$ cat config.mk
export PLATFORM = sky130hd
export DESIGN_NAME = spmv_mem_arbiter
export DESIGN_NICKNAME = d
export VERILOG_FILES = /design/src/rtl/spmv_pkg.sv /design/src/rtl/spmv_rr_arbiter.sv /design/src/rtl/spmv_mem_arbiter.sv
export SDC_FILE = /design/constraint.sdc
export NUM_CORES = 1
export LEC_CHECK = 0
export BUFFER_PORTS_ARGS = -buffer_cell sky130_fd_sc_hd__buf_2
export CORE_AREA = 3 3 486 488
export DETAILED_ROUTE_END_ITERATION = 8
export DIE_AREA = 0 0 489 491
export SLEW_MARGIN = 5
export SYNTH_ARGS = -nofsm -noshare
export SYNTH_HDL_FRONTEND = slang
export SYNTH_SLANG_ARGS = --single-unit
$ cat constraint.sdc
create_clock -name clk -period 4.28 [get_ports clk]
set_input_delay 0.642 -clock clk [delete_from_list [all_inputs] [get_ports clk]]
set_output_delay 0.642 -clock clk [all_outputs]
set_load 0.05 [all_outputs]
$ cat src/rtl/spmv_pkg.sv
// Shared constants and types for the SpMV memory arbiter: stream indices,
// transaction-ID layout and DCP port widths.
package spmv_pkg;

   localparam int TRANSID_W  = 6;
   localparam int REQ_BITS   = 2;
   localparam int TAG_BITS   = TRANSID_W - REQ_BITS;
   localparam int NUM_REQ    = 1 << REQ_BITS;
   localparam int PADDR_W    = 40;
   localparam int RES_DATA_W = 512;

   typedef enum logic [REQ_BITS-1:0] {
      REQ_ROWPTR = 2'd0,
      REQ_COLIDX = 2'd1,
      REQ_VAL    = 2'd2,
      REQ_XVEC   = 2'd3
   } spmv_req_e;

   typedef struct packed {
      logic [REQ_BITS-1:0] req;
      logic [TAG_BITS-1:0] tag;
   } transid_t;

endpackage

$ cat src/rtl/spmv_rr_arbiter.sv
// Round-robin arbiter: the search starts at rr_ptr, and rr_ptr moves to
// just past the winner whenever the grant is consumed.
module spmv_rr_arbiter #(
   parameter int N     = 4,
   parameter int IDX_W = $clog2(N)
) (
   input  logic             clk,
   input  logic             rst,
   input  logic [N-1:0]     req,
   input  logic             advance,
   output logic [N-1:0]     gnt,
   output logic [IDX_W-1:0] gnt_idx
);

   logic [IDX_W-1:0] rr_ptr;
   logic [IDX_W-1:0] idx;
   logic             found;

   // The index wraps by truncation, so N must be a power of two.
   always_comb begin
      // NOTE: every output of a combinational block gets a default first, so no path can infer a latch.
      gnt     = '0;
      gnt_idx = '0;
      idx     = '0;
      found   = 1'b0;
      for (int k = 0; k < N; k++) begin
         idx = rr_ptr + IDX_W'(k);
         if (!found && req[idx]) begin
            found        = 1'b1;
            gnt[idx]     = 1'b1;
            gnt_idx      = idx;
         end
      end
   end

   always_ff @(posedge clk) begin
      // NOTE: sequential state uses non-blocking assignments so all flops update together at the edge.
      if (rst)
         rr_ptr <= '0;
      else if (advance)
         rr_ptr <= gnt_idx + IDX_W'(1);
   end

endmodule

$ cat src/rtl/spmv_mem_arbiter.sv
// Shares one DCP memory port among the SpMV fetch streams: round-robin grant,
// transid allocation, per-stream credit caps and response routing by transid.
module spmv_mem_arbiter
   import spmv_pkg::*;
#(
   parameter int MAX_OUTST = 8
) (
   input  logic                              clk,
   input  logic                              rst,
   input  logic [NUM_REQ-1:0]                req_val,
   output logic [NUM_REQ-1:0]                req_rdy,
   input  logic [NUM_REQ-1:0][PADDR_W-1:0]   req_addr,
   output logic                              mem_req_val,
   input  logic                              mem_req_rdy,
   output logic [TRANSID_W-1:0]              mem_req_transid,
   output logic [PADDR_W-1:0]                mem_req_addr,
   input  logic                              mem_resp_val,
   input  logic [TRANSID_W-1:0]              mem_resp_transid,
   input  logic [RES_DATA_W-1:0]             mem_resp_data,
   output logic [NUM_REQ-1:0]                resp_val,
   output logic [TAG_BITS-1:0]               resp_tag,
   output logic [RES_DATA_W-1:0]             resp_data,
   output logic                              idle,
   output logic                              err_spurious
);

   localparam int CNT_W = TAG_BITS + 1;

   logic [NUM_REQ-1:0]  eligible;
   logic [NUM_REQ-1:0]  gnt;
   logic [REQ_BITS-1:0] gnt_idx;
   logic                can_load;
   logic                accept;

   logic [CNT_W-1:0]    outst   [NUM_REQ];
   logic [TAG_BITS-1:0] tag_cnt [NUM_REQ];

   logic                out_val;
   transid_t            out_id;
   logic [PADDR_W-1:0]  out_addr;

   transid_t            rsp_id;
   logic                rsp_live;
   logic                rsp_hit;

   assign can_load = !out_val || mem_req_rdy;

   // Eligibility uses the registered credit count, so a same-cycle response does not reopen a capped stream.
   always_comb begin
      eligible = '0;
      for (int i = 0; i < NUM_REQ; i++)
         eligible[i] = req_val[i] && (outst[i] < CNT_W'(MAX_OUTST));
   end

   assign accept  = !rst && can_load && (|eligible);
   assign req_rdy = accept ? gnt : '0;

   spmv_rr_arbiter #(.N(NUM_REQ), .IDX_W(REQ_BITS)) u_rr (
      .clk     (clk),
      .rst     (rst),
      .req     (eligible),
      .advance (accept),
      .gnt     (gnt),
      .gnt_idx (gnt_idx)
   );

   assign rsp_id    = mem_resp_transid;
   assign rsp_live  = (outst[rsp_id.req] != '0);
   assign rsp_hit   = !rst && mem_resp_val && rsp_live;
   assign resp_val  = rsp_hit ? (NUM_REQ'(1) << rsp_id.req) : '0;
   assign resp_tag  = rsp_id.tag;
   assign resp_data = mem_resp_data;

   assign mem_req_val     = out_val;
   assign mem_req_transid = out_id;
   assign mem_req_addr    = out_addr;

   always_comb begin
      idle = !out_val;
      for (int i = 0; i < NUM_REQ; i++)
         if (outst[i] != '0) idle = 1'b0;
   end

   always_ff @(posedge clk) begin
      if (rst) begin
         out_val      <= 1'b0;
         out_id       <= '0;
         out_addr     <= '0;
         err_spurious <= 1'b0;
         // NOTE: these per-stream arrays are small flop banks, not RAM, so they can and must be reset to keep credits consistent.
         for (int i = 0; i < NUM_REQ; i++) begin
            outst[i]   <= '0;
            tag_cnt[i] <= '0;
         end
      end else begin
         if (can_load) begin
            out_val <= accept;
            if (accept) begin
               out_id   <= '{req: gnt_idx, tag: tag_cnt[gnt_idx]};
               out_addr <= req_addr[gnt_idx];
            end
         end
         if (accept)
            tag_cnt[gnt_idx] <= tag_cnt[gnt_idx] + TAG_BITS'(1);
         for (int i = 0; i < NUM_REQ; i++) begin
            case ({accept && gnt[i], resp_val[i]})
               2'b10:   outst[i] <= outst[i] + CNT_W'(1);
               2'b01:   outst[i] <= outst[i] - CNT_W'(1);
               default: ;
            endcase
         end
         if (mem_resp_val && !rsp_live)
            err_spurious <= 1'b1;
      end
   end

endmodule

==> run summary <==
status = complete, no violations
CTS max path bufs = 2
Crit-path slowest cell = or4b_1
met2 wire length = 60.2 mm
root buf cell = clkbuf_16
initial DRC count = 653
largest net degree at the start of global routing = 49
CTS Hold Bufs = 0
most frequent cell after synthesis = buf_4
ys flop type = dfxtp_1
Resized cells post-CTS = 0
Final Hold Fails = 0
register area share after synthesis = 0.218
CP max FO = 11
EDFF count, synth = 36
Worst setup SP type = flop
Worst-Margin Slew = 935 ps
share of the synthesized area in the top cell type = 0.412
routability cong. = 0.938
Initial Util = 0.0411
share of cells above drive strength 1 = 0.368
drt pass-1 iters = 5
normalized max-slew margin = 0.373
routed vias = 7310
total die area = 240000 sq um
final setup vio count = 0
remaining antenna violation count = 0
CTS Buf Count = 9
Yosys top cell by area = buf_4
yosys warns = 0
first-pass GRT wire length = 150 mm
synthesized area = 9550 sq um
critical-path cell list = inv_1, ha_1, or4b_1, nor2_1, o211ai_2, o31ai_4, a221oi_1, o21a_1, fa_1, a21o_1, a21oi_1, xnor2_1, mux2_2
WP depth = 13
Pwr Total = 3780 uW
main combinational cell family by area after synthesis = buffers and inverters
top cells by area, synth = buf_4 41%, edfxtp_1 11%, dfxtp_1 10%, mux2i_1 4.9%, a21oi_1 4.8%
final instance area = 11000 sq um
register area = 2080 sq um
core footprint = 232000 sq um
Max VDD drop = 0.181 mV
Crit path arrival time = 4170 ps
worst path bufs/invs = 1
top post-synthesis cells by count = 524 x buf_4, 91 x a21oi_1, 50 x dfxtp_1
Crit Path Class = flop to flop
FMAX = 0.252 GHz
CTS tree = done
Worst Skew = 42.4 ps
mux share of post-synthesis cell area = 0.0657
Fillers = 27400
Synth Area in Compound Gates = 0.128
hold path depth = 2
Syn Area/Cell = 8.49 sq um
Final Max Slew Viols = 0
Crit path max-delay family = compound AO/OA/AOI/OAI gates
placed cells = 3864
DRC errors left = 0
fin crit period = 3970 ps
Max Cap Violations = 0
Yosys cell types = 66
Final Routed Wirelength = 135 mm
I/O Pins = 1259
met3 WL post-DR = 46.5 mm
Hold Path Class = flop to flop
Slowest Stage Delay on Critical Path = 640 ps
LEAKAGE = 0.00332 uW
xor/xnor share of the synthesized area = 0.0101
std cell rows = 177
Vias/cell = 1.88
die height = 491 microns
ys async rst share = 0
FF+latch count, synth = 86
clock sink total = 86
H-Tree Depth = 3
RSZ-0062 raised after global routing = no
Synth Area in Simple Gates = 0.109
CP Capture Type = flop
synthesized-area fraction occupied by adder cells = 0.0338
final period utilization = 0.928
GR Overflow Total = 0
Syn-to-layout area delta = 15.5%
number of I/O port buffers = 226
vias in the first global route = 7029
initial antenna violation count = 55
clk slew on worst S/H paths = 110 ps
top sig layer = met5
hpwl dp = 125 mm
Sum Neg Setup Slack = 0 ps
Pwr per Cell Area = 342 nW/um^2
Final Non-Filler Cells = 3889
area of the multi-input gates = 3350 sq um
r2r worst-path depth = 13
wire per inst = 34.7 microns
metal1 wirelength = 18.3 mm
Die Span X = 489 microns
Cells after Synth = 1126
GRT Util Overall = 0.108
Worst Path Required = 4480 ps
fin nets = 1542
Area after DPL = 10700 sq um
Post-CTS Setup Inserts = 0
Clock Latency Late Sink = 450 ps
syn nets = 1836
==> flip-flops by register name, indices dropped and copies added (netlist names) <==
name	flops
mem_req_addr	40
outst	20
tag_cnt	16
mem_req_transid	6
u_rr.rr_ptr	2
err_spurious	1
mem_req_val	1
==> per-stage QoR <==
step	util	hold slack (ps)	worst slack [ps]
after global placement	0.0461	452	134
after floorplan	-	556	34.3
after detailed placement	0.0461	455	192
after global routing	0.0474	487	192
final	0.0475	471	309
after CTS	0.0474	433	351
==> report_power, final <==
group	internal (uW)	switching, uW	total (uW)
sequential	984	97.7	1080
clock	419	577	996
combinational	547	1150	1700
==> cells in the final DEF (no fill, tap or decap), types with 4 or more instances in the layout <==
master / synthesis / layout
buf_2: 12 / 225
nor2b_1: 11 / 9
diode_2: 0 / 9
ha_1: 21 / 21
clkbuf_16: 0 / 9
and3_1: 4 / 4
a21o_1: 6 / 6
inv_1: 9 / 9
or3_1: 5 / 4
nor3_1: 36 / 35
dfxtp_1: 50 / 50
a22oi_1: 42 / 42
nand2_1: 19 / 19
mux2_2: 4 / 4
buf_4: 524 / 30
o21ai_0: 20 / 20
buf_12: 0 / 4
and3b_1: 11 / 11
and2_1: 9 / 9
nand3b_1: 4 / 4
nand2b_1: 5 / 5
edfxtp_1: 36 / 36
mux2i_1: 47 / 47
nor2_1: 45 / 44
a21oi_1: 91 / 91
xor2_1: 4 / 4
xnor2_1: 7 / 7
nand3_1: 7 / 7
o21a_1: 6 / 6
mux4_2: 5 / 5
a221oi_1: 5 / 5
==> routing by layer <==
layer / vias to the layer above / GRT usage
li1: 2757 / -
met1: 3099 / 0.0434
met2: 998 / 0.170
met3: 432 / 0.170
met4: 24 / 0.0671
met5: - / 0.00604
==> kinds of logic after synthesis <==
group,count (synthesis)
simple gates,183
flops,86
xor+xnor,11
mux,56
compound gates,192
buf+inv,574
fa+ha+maj,24
==> cell type report <==
| type | instances | share of cell area |
|---|---|---|
| antenna | 9 | 0.00204 |
| clock buffer | 9 | 0.0204 |
| clock inverter | 7 | 0.00692 |
| inverter | 10 | 0.00340 |
| multi-input combinational | 466 | 0.304 |
| sequential | 86 | 0.189 |
| tap | 3043 | 0.345 |
| timing repair buffer | 259 | 0.130 |
==> worst paths after layout <==
kind                        endpoint               start  slack, ps
setup / recovery         outst[0][4]      u_rr.rr_ptr[0]        310
hold / removal    mem_req_transid[1]  mem_req_transid[1]        470
setup reg to reg         outst[0][4]      u_rr.rr_ptr[0]        310
hold reg to reg   mem_req_transid[1]  mem_req_transid[1]        470
==> worst register-to-register path, cell delays in order (launching register included) <==
cell,delay (ps)
dfxtp_1,340
inv_1,60
ha_1,450
or4b_1,640
nor2_1,160
o211ai_2,130
o31ai_4,130
a221oi_1,190
o21a_1,300
fa_1,440
a21o_1,210
a21oi_1,210
xnor2_1,150
mux2_2,340
Power figures use the tool's default switching activity.
